--- src/rtl/syn_pkg.sv ---
// Shared types and helpers for the syn transfer arbiter.
package syn_pkg;

    localparam int unsigned DW_DEF   = 4;
    localparam int unsigned NREQ_MAX = 8;

    typedef enum logic [1:0] {
        IDLE = 2'd0,
        SEND = 2'd1,
        REL  = 2'd2
    } state_t;

    // One-hot pick of the first set bit at or after ptr, wrapping within n bits.
    function automatic logic [NREQ_MAX-1:0] rr_pick(input logic [NREQ_MAX-1:0] req,
                                                    input logic [2:0]          ptr,
                                                    input int unsigned         n);
        logic [NREQ_MAX-1:0] g;
        logic                found;
        int unsigned         j;
        g     = '0;
        found = 1'b0;
        for (int unsigned i = 0; i < NREQ_MAX; i++) begin
            j = (32'(ptr) + i) % n;
            if (i < n && !found && req[j[2:0]]) begin
                g[j[2:0]] = 1'b1;
                found     = 1'b1;
            end
        end
        return g;
    endfunction

endpackage

--- src/rtl/syn_xfer_arb_if.sv ---
// Requester and channel signals of the syn transfer arbiter.
interface syn_xfer_arb_if import syn_pkg::*; #(
    parameter int unsigned NREQ = 4,
    parameter int unsigned DW   = DW_DEF
);
    logic [NREQ-1:0]    req;
    logic [NREQ*DW-1:0] req_data;
    logic [NREQ-1:0]    grant;
    logic [NREQ-1:0]    done;
    logic [NREQ-1:0]    err;
    logic               xfer_valid;
    logic [DW-1:0]      xfer_data;
    logic               xfer_ack;
    logic               busy;

    // Arbiter side.
    modport slave (
        input  req, req_data, xfer_ack,
        output grant, done, err, xfer_valid, xfer_data, busy
    );

    // Requester / channel side.
    modport master (
        output req, req_data, xfer_ack,
        input  grant, done, err, xfer_valid, xfer_data, busy
    );
endinterface

--- src/rtl/rr_arb.sv ---
// Combinational round-robin picker: one-hot grant and its index.
module rr_arb import syn_pkg::*; #(
    parameter int unsigned NREQ = 4,
    parameter int unsigned PW   = 2
) (
    input  logic [NREQ-1:0] req,
    input  logic [PW-1:0]   ptr,
    output logic [NREQ-1:0] gnt_c,
    output logic [PW-1:0]   idx_c,
    output logic            any_c
);
    logic [NREQ_MAX-1:0] pick8;
    logic                unused_pick;

    assign pick8       = rr_pick(NREQ_MAX'(req), 3'(ptr), NREQ);
    assign gnt_c       = pick8[NREQ-1:0];
    assign any_c       = |req;
    assign unused_pick = ^pick8;

    // Encode the one-hot pick into an index.
    always_comb begin
        idx_c = '0;
        for (int unsigned i = 0; i < NREQ; i++) begin
            if (pick8[i]) idx_c = PW'(i);
        end
    end
endmodule

--- src/rtl/syn_xfer_arb.sv ---
// Shares the syn crossing channel between NREQ requesters with a 4-phase handshake.
module syn_xfer_arb import syn_pkg::*; #(
    parameter int unsigned NREQ    = 4,
    parameter int unsigned DW      = DW_DEF,
    parameter int unsigned TIMEOUT = 15
) (
    input  logic          clk,
    input  logic          rst,
    syn_xfer_arb_if.slave bus
);
    localparam int unsigned PW = (NREQ > 1) ? $clog2(NREQ) : 1;
    localparam int unsigned CW = (TIMEOUT > 1) ? $clog2(TIMEOUT) : 1;

    state_t          state_q, state_d;
    logic [NREQ-1:0] grant_q, grant_d;
    logic [NREQ-1:0] done_q, done_d;
    logic [NREQ-1:0] err_q, err_d;
    logic            valid_q, valid_d;
    logic [DW-1:0]   data_q, data_d;
    logic [PW-1:0]   ptr_q, ptr_d;
    logic [CW-1:0]   cnt_q, cnt_d;
    logic            busy_q, busy_d;

    logic [NREQ-1:0] gnt_c;
    logic [PW-1:0]   idx_c;
    logic            any_c;

    rr_arb #(.NREQ(NREQ), .PW(PW)) u_rr (
        .req   (bus.req),
        .ptr   (ptr_q),
        .gnt_c (gnt_c),
        .idx_c (idx_c),
        .any_c (any_c)
    );

    // State and output registers.
    always_ff @(posedge clk or negedge rst) begin
        if (!rst) begin
            state_q <= IDLE;
            grant_q <= '0;
            done_q  <= '0;
            err_q   <= '0;
            valid_q <= 1'b0;
            data_q  <= '0;
            ptr_q   <= '0;
            cnt_q   <= '0;
            busy_q  <= 1'b0;
        end else begin
            state_q <= state_d;
            grant_q <= grant_d;
            done_q  <= done_d;
            err_q   <= err_d;
            valid_q <= valid_d;
            data_q  <= data_d;
            ptr_q   <= ptr_d;
            cnt_q   <= cnt_d;
            busy_q  <= busy_d;
        end
    end

    // Next-state: grant in IDLE, wait for ack or timeout in SEND, drain ack in REL.
    always_comb begin
        state_d = state_q;
        grant_d = grant_q;
        done_d  = '0;
        err_d   = '0;
        valid_d = valid_q;
        data_d  = data_q;
        ptr_d   = ptr_q;
        cnt_d   = cnt_q;
        case (state_q)
            IDLE: begin
                if (any_c && !bus.xfer_ack) begin
                    grant_d = gnt_c;
                    data_d  = bus.req_data[idx_c*DW +: DW];
                    valid_d = 1'b1;
                    cnt_d   = '0;
                    ptr_d   = (idx_c == PW'(NREQ - 1)) ? '0 : idx_c + PW'(1);
                    state_d = SEND;
                end
            end
            SEND: begin
                if (bus.xfer_ack) begin
                    valid_d = 1'b0;
                    done_d  = grant_q;
                    state_d = REL;
                end else if (TIMEOUT != 0 && cnt_q == CW'(TIMEOUT - 1)) begin
                    valid_d = 1'b0;
                    err_d   = grant_q;
                    state_d = REL;
                end else begin
                    cnt_d = cnt_q + CW'(1);
                end
            end
            REL: begin
                if (!bus.xfer_ack) begin
                    grant_d = '0;
                    state_d = IDLE;
                end
            end
            default: state_d = IDLE;
        endcase
        busy_d = (state_d != IDLE);
    end

    assign bus.grant      = grant_q;
    assign bus.done       = done_q;
    assign bus.err        = err_q;
    assign bus.xfer_valid = valid_q;
    assign bus.xfer_data  = data_q;
    assign bus.busy       = busy_q;
endmodule
--- src/flat_wrapper.sv ---
// flat-port wrapper written by rule: the top's interface ports become plain ports
module syn_xfer_arb_flat import syn_pkg::*;
#(
    parameter int unsigned NREQ    = 4,
    parameter int unsigned DW      = DW_DEF,
    parameter int unsigned TIMEOUT = 15
)
  (clk, rst, bus_req, bus_req_data, bus_xfer_ack, bus_grant, bus_done, bus_err, bus_xfer_valid, bus_xfer_data, bus_busy);
  syn_xfer_arb_if #(.NREQ(NREQ), .DW(DW)) bus_i ();
  input  logic clk;
  input  logic rst;
  input wire logic [$bits(bus_i.req)-1:0] bus_req;
  input wire logic [$bits(bus_i.req_data)-1:0] bus_req_data;
  input wire logic [$bits(bus_i.xfer_ack)-1:0] bus_xfer_ack;
  output wire logic [$bits(bus_i.grant)-1:0] bus_grant;
  output wire logic [$bits(bus_i.done)-1:0] bus_done;
  output wire logic [$bits(bus_i.err)-1:0] bus_err;
  output wire logic [$bits(bus_i.xfer_valid)-1:0] bus_xfer_valid;
  output wire logic [$bits(bus_i.xfer_data)-1:0] bus_xfer_data;
  output wire logic [$bits(bus_i.busy)-1:0] bus_busy;
  assign bus_i.req = bus_req;
  assign bus_i.req_data = bus_req_data;
  assign bus_i.xfer_ack = bus_xfer_ack;
  assign bus_grant = bus_i.grant;
  assign bus_done = bus_i.done;
  assign bus_err = bus_i.err;
  assign bus_xfer_valid = bus_i.xfer_valid;
  assign bus_xfer_data = bus_i.xfer_data;
  assign bus_busy = bus_i.busy;
  syn_xfer_arb #(.NREQ(NREQ), .DW(DW), .TIMEOUT(TIMEOUT)) u_core (.clk(clk), .rst(rst), .bus(bus_i));
endmodule
--- config.mk ---
export PLATFORM = sky130hd
export DESIGN_NAME = syn_xfer_arb_flat
export DESIGN_NICKNAME = d
export VERILOG_FILES = /design/src/rtl/syn_pkg.sv /design/src/rtl/syn_xfer_arb_if.sv /design/src/rtl/rr_arb.sv /design/src/rtl/syn_xfer_arb.sv /design/src/flat_wrapper.sv
export SDC_FILE = /design/constraint.sdc
export NUM_CORES = 1
export LEC_CHECK = 0
export CAP_MARGIN = 25
export CORE_UTILIZATION = 50
export DETAILED_ROUTE_END_ITERATION = 16
export PLACE_DENSITY = 0.8
export SLEW_MARGIN = 20
export SYNTH_ARGS = -nofsm -noshare
export SYNTH_HDL_FRONTEND = slang
export SYNTH_SLANG_ARGS = --single-unit
--- constraint.sdc ---
create_clock -name clk -period 3.7 [get_ports clk]
set_input_delay 0.925 -clock clk [delete_from_list [all_inputs] [get_ports clk]]
set_output_delay 0.925 -clock clk [all_outputs]
set_load 0.1 [all_outputs]
# ---- Word level (Yosys, flattened, before mapping)
# Cells that the tools add are included.
dict set report word_totals {
  ff_bits 26
  inputBits 23
  out_inout_bits 18
  word_cells 102
}
dict set report classes {
  n_addsub 5
  order_cmp 8
  n_eq_ne 8
  shift 1
  mux 47
  bitwise_logic 3
  reduce_logical 21
}
# operator n
set ops {}
lappend ops {{$mux 4} 13}
lappend ops {{$lt 2x4->1 const B} 4}
lappend ops {{$pmux 4 s2} 2}
lappend ops {{$shiftx 16x5->4} 1}
lappend ops {{$mux 1} 15}
lappend ops {{$mux 2} 7}
lappend ops {{$or 4x4->4} 3}
lappend ops {{$bmux 1 s2} 4}
lappend ops {{$demux 1 s2} 4}
lappend ops {{$ge 2x1->1 const B} 4}
lappend ops {{$logic_and 1x1->1} 8}
lappend ops {{$pmux 2 s3} 1}
lappend ops {{$reduce_bool 2->1} 3}
lappend ops {{$add 2x1->2 const B} 2}
lappend ops {{$add 2x2->2 const B} 2}
lappend ops {{$add 4x1->4 const B} 1}
lappend ops {{$eq 2x2->1 const B} 2}
lappend ops {{$eq 4x4->1 const B} 1}
lappend ops {{$logic_not 1->1} 4}
lappend ops {{$ne 2x2->1 const B} 2}
lappend ops {{$reduce_and 2->1} 2}
lappend ops {{$reduce_and 4->1} 1}
lappend ops {{$reduce_or 4->1} 1}
lappend ops {{$ne 3x2->1 const B} 1}
lappend ops {{5 further kinds} 5}

# ---- Longest topological paths before layout
dict set report logic_depth {
  word_depth 17
  depth_mapped 10
  depth_no_buf 8
}

# ---- Modules after synthesis
# From an unflattened synthesis, not the netlist that was laid out.
dict set report unflattened {
  cells_unflattened 159
  hier_area_um2 1601.5
}
# mod instances cells_each area_each_um2 seq_area_each_um2
set by_module_without_submodules {}
lappend by_module_without_submodules {syn_xfer_arb 1 112 1236.2 650.6}
lappend by_module_without_submodules {rr_arb 1 47 365.4 0.0}

# ---- Worst setup path after synthesis
# OpenSTA, ideal clock, no wires.
dict set report synth_path {
  path_kind {register to register}
  startpoint {reg u_core.ptr_q[0]}
  endpoint {reg u_core.data_q[0] (netlist: u_core.bus.xfer_data[0])}
  setup_time_ns 0.131
  arrival_time_ns 2.577
  t_required_ns 3.569
  path_slack_ns 0.992
  path_stages_with_launch 11
  path_buffers 2
  synth_period_minus_slack_ns 2.708
  path_cell_list {dfrtp_1 > buf_6 > inv_1 > ha_1 > mux4_2 > nand2_1 > o21ai_2 > or3_4 > buf_6 > a211oi_2 > o41ai_2}
}
dict set report synth_between {
  elab_chain_cells 16
  word_cells_on_any_way 51
  classes_between {add/sub (3); order compare (8); shift (1); mux (26); bitwise (3); reduce/logical (10)}
}
# item line_no
set synth_rtl {}
lappend synth_rtl {{start, declared} syn_xfer_arb.sv:20} ;# logic [PW-1:0] ptr_q, ptr_d;
lappend synth_rtl {{start signal, assigned} syn_xfer_arb.sv:55} ;# ptr_q <= ptr_d;
lappend synth_rtl {{branches (longest 11 deep; another with $lt 2x4->1)} n/a}
lappend synth_rtl {{$mux 4 *} syn_pkg.sv:24} ;# if (i < n && !found && req[j[2:0]]) begin
lappend synth_rtl {{$mux 1} rr_arb.sv:24} ;# if (pick8[i]) idx_c = PW'(i);
lappend synth_rtl {{$mux 2} rr_arb.sv:24}
lappend synth_rtl {{$mux 2 *} rr_arb.sv:24}
lappend synth_rtl {{$shiftx 16x5->4 *} syn_xfer_arb.sv:75} ;# data_d = bus.req_data[idx_c*DW +: DW];
lappend synth_rtl {{end signal, assigned} syn_xfer_arb.sv:54} ;# data_q <= data_d;
lappend synth_rtl {{end, declared} syn_xfer_arb.sv:19} ;# logic [DW-1:0] data_q, data_d;
# Mark *: on every way between the ends. The select of a mux whose other input is x is not followed.
# A chain may end at the register's enable or synchronous reset.

# ---- Final worst setup path
dict set report layout_path {
  startpoint {in bus_req[1]}
  endpoint {reg u_core.data_q[2] (netlist: u_core.bus.xfer_data[2])}
}
dict set report layout_between {
  elab_chain_cells 16
  word_cells_on_any_way 31
  classes_between {shift (1); mux (18); bitwise (3); reduce/logical (9)}
}
# item line_no
set layout_rtl {}
lappend layout_rtl {{start, declared} flat_wrapper.sv:12} ;# input wire logic [$bits(bus_i.req)-1:0] bus_req;
lappend layout_rtl {{$bmux 1 s2} syn_pkg.sv:24}
lappend layout_rtl {{$mux 1 (implied by the code)} syn_pkg.sv:24}
lappend layout_rtl {{$mux 1} syn_pkg.sv:24}
lappend layout_rtl {{$logic_not 1->1} syn_pkg.sv:24}
lappend layout_rtl {{$logic_and 1x1->1} syn_pkg.sv:24}
lappend layout_rtl {{$mux 1} syn_pkg.sv:24}
lappend layout_rtl {{$logic_not 1->1} syn_pkg.sv:24}
lappend layout_rtl {{$logic_and 1x1->1} syn_pkg.sv:24}
lappend layout_rtl {{$mux 1} syn_pkg.sv:24}
lappend layout_rtl {{$logic_not 1->1} syn_pkg.sv:24}
lappend layout_rtl {{$logic_and 1x1->1} syn_pkg.sv:24}
lappend layout_rtl {{$mux 4} syn_pkg.sv:24}
lappend layout_rtl {{$mux 1} rr_arb.sv:24}
lappend layout_rtl {{$mux 2 (2 in series)} rr_arb.sv:24}
lappend layout_rtl {{$shiftx 16x5->4} syn_xfer_arb.sv:75}
# Several ways; a longest one is shown, not always the timed one. The select of a mux whose other input is x is not followed.

==> results by group <==
Synthesis
  • Yosys reg bits: 26
  • Synthesized instance count: 169
  • Synthesis Warnings: 0
  • Synth Cell Area: 1730 µm²
  • Avg Synthesized Cell Area: 10.3 µm²
  • Post-synth EDFFs: 0
  • Count of cell types in the netlist: 49
  • Sequential fraction of the synthesis area: 0.375
  • Ys flop type: dfrtp_1
  • Net Count, Synth: 201
  • Asr flop ratio synth: 1.00

Clocking
  • Clk Latency, worst-skew pair: 0.32 ns
  • Clk buf depth: 2
  • CTS tree: done
  • Post-CTS sizing: 0
  • Setup Fix Bufs, Post-CTS: 0
  • H-tree depth: 1
  • Hold-fix buffers, CTS: 0
  • Root buf cell: clkbuf_4
  • CTS sink count: 26
  • Clock transition at path regs: 0.14 ns
  • CTS Buf Count: 3

Worst setup path
  • Slowest CP cell: clkdlybuf4s50_1
  • Critical-path cell list: clkdlybuf4s50_1 > or3b_1 > a2111oi_4 > or2_1 > a221o_1 > a31oi_1 > o41ai_2
  • Arr. time, crit path: 3.34 ns
  • Largest delay share family, worst path: compound AO/OA/AOI/OAI gates
  • CP endpoint kind: register
  • Kind of critical path: in2reg
  • CP max FO: 11
  • WP buf/inv: 1
  • WP data required: 3.93 ns
  • Max incr delay on CP: 0.61 ns
  • Setup crit start kind: input pin

Global route
  • Initial antenna violation count: 0
  • Vias in the first global route: 1366
  • Remaining global-route overflow: 0
  • Largest net degree at the start of global routing: 27
  • First-pass GRT wire length: 6030 µm
  • Gr usage total: 0.219

Drt
  • First-pass detailed-route iteration total: 4
  • DRC: 0
  • Post-DR wirelength/cell: 14.7 µm
  • WL final: 3760 µm
  • Vias per inst: 5.76
  • Vias: 1474
  • Iteration-0 DRC count of the detailed router: 23
  • Final antenna-violating net count: 0

Pwr
  • Sw Share: 0.536
  • P_sw: 1020 µW
  • Gate power share: 0.661
  • Leak: 0.000922 µW
  • PD cells: 851 nW/µm²
  • Peak VDD IR: 0.000708 V
  • Sequential power share: 0.236
  • Clk pwr share: 0.102
  • Internal power: 880 µW

Job
  • Max-Cap Viols: 0

Placed design
  • Post-DP HPWL: 2850 µm
  • Routability cong.: 0.839
  • Port bufs: 40

STA
  • Final Setup Violations: 0
  • Max Freq: 322 MHz
  • Final Cycle Share: 0.841
  • Final TNS setup: 0 ns
  • Unrepaired setup endpoints after global routing: no
  • Min Tclk post-route: 3.11 ns
  • Hold slack: 0.535 ns
  • Slew headroom: 0.344
  • Hold Fails Final Rpt: 0
  • Clk_skew: 0.00351 ns
  • Max Slew Vio Count: 0
  • Worst-Margin Slew: 0.980 ns

Die
  • Top Ports: 41
  • Initial Utilization: 0.520
  • DIE AREA: 3710 µm²
  • Core footprint: 3340 µm²
  • Die Y: 60.9 µm
  • Die width: 60.9 µm
  • Rows: 21

Run status
  • Status: complete, no violations

Final layout
  • Share of cells above drive strength 1: 0.138
  • Fin util: 0.668
  • Area added between synthesis and finish: 28.6%
  • Final #Nets: 243
  • Antenna cell count: 0

Worst hold path
  • Min-Delay Path Class: reg2reg
power groups by stage:
stage	registers (µW)	logic, µW	clock network (µW)
6_report	448	1260	194
5_1_grt	461	1330	212
4_1_cts	448	1250	197
3_5_place_dp	453	1250	0
3_3_place_gp	450	1220	0
2_1_floorplan	815	633	0
cell type report:
cell class                 instances  area, µm²
sequential                        26        651
clock inverter                     1       30.0
clock buffer                       3       22.5
fill                             257       1110
tap                               46       57.6
timing repair buffer              45        435
multi-input combinational        130       1010
inverter                           5       18.8
sequential cells by signal, indices dropped and copies added (netlist names):
register               flops
u_core.bus.done            4
u_core.bus.xfer_valid      1
u_core.state_q             2
u_core.bus.grant           4
u_core.bus.busy            1
u_core.bus.err             4
u_core.bus.xfer_data       4
u_core.cnt_q               4
u_core.ptr_q               2
worst paths after layout:
path	startpoint	endpoint	slack (ns)	cells past startpoint
min in group asynchronous	rst	u_core.bus.done[1]	0.96	2
max in group asynchronous	rst	u_core.ptr_q[1]	2.49	2
min	u_core.bus.xfer_valid	u_core.bus.xfer_valid	0.54	2
max reg2reg	u_core.ptr_q[1]	u_core.bus.xfer_data[0]	0.66	8
min reg2reg	u_core.bus.xfer_valid	u_core.bus.xfer_valid	0.54	2
max	bus_req[1]	u_core.bus.xfer_data[2]	0.59	7
cell usage in the layout, fill, tap and decap left out, drive strengths merged, types with 2 or more instances in the layout:
cell type and instances:
buf 6, clkdlybuf4s50 39, a22oi 5, o41ai 4, nor2 10, a31oi 4
nand3 5, nor4b 5, nor3b 3, and2 6, nand2b 6, or2 2
clkbuf 3, a211oi 6, a21oi 2, nor4 2, o21a 2, ha 9
nor2b 6, o21ai 17, inv 5, mux4 3, and3 4, or3 2
nand2 9, nor3 3, dfrtp 26, o211ai 2, mux2i 2
synthesized netlist by cell type, types with 2 or more instances:
master / count / area share
mux2i_1: 2 / 0.012
nor3b_1: 2 / 0.0087
a21oi_1: 2 / 0.0058
nand3_1: 5 / 0.014
nor2_1: 10 / 0.022
nor2b_1: 6 / 0.022
clkbuf_1: 4 / 0.0087
nand2_1: 9 / 0.019
nor4_1: 2 / 0.0072
ha_1: 9 / 0.065
a22oi_1: 4 / 0.017
o21ai_1: 2 / 0.0058
dfrtp_1: 26 / 0.38
and2_1: 6 / 0.022
o211ai_1: 2 / 0.0087
o41ai_2: 4 / 0.038
a211oi_1: 2 / 0.0087
nor3_1: 3 / 0.0087
nand2b_1: 6 / 0.022
and3_1: 4 / 0.014
a31oi_1: 4 / 0.014
inv_1: 5 / 0.011
o21ai_0: 14 / 0.040
a211oi_2: 4 / 0.029
mux4_2: 3 / 0.039
nor4b_1: 5 / 0.025
buf_6: 2 / 0.013
logic make-up (layout without fill, tap and decap cells):
logic type	count (synthesis)	after routing	synth area share
simple gates	68	68	0.237
compound gates	47	47	0.228
flops	26	26	0.375
buf+inv	13	54	0.0397
fa+ha+maj	9	9	0.0649
mux	5	5	0.0505
xor+xnor	1	1	0.00505
tightest hold or removal path, delay by kind of cell (launching register included):
kind            cells  cell delay (ns)
flops               1             0.40
compound gates      1             0.06
simple gates        1             0.05
layer usage:
metal	up-vias	wire length [µm]	GRT usage
met5	-	0	0
li1	715	-	-
met2	52	1870	0.374
met4	0	65	0.0649
met1	701	1640	0.282
met3	6	184	0.0426
through the flow:
stage                     area, µm²  instances  setup slack [ns]  total power [µW]
after floorplan                1730        169             0.992              1450
after global placement         2180        252             0.353              1670
after detailed placement       2180        252             0.241              1700
after CTS                      2230        256             0.592              1900
after global routing           2230        256             0.444              2000
final                          2230        256             0.590              1900
No activity file was read; power rests on OpenSTA's default activity.
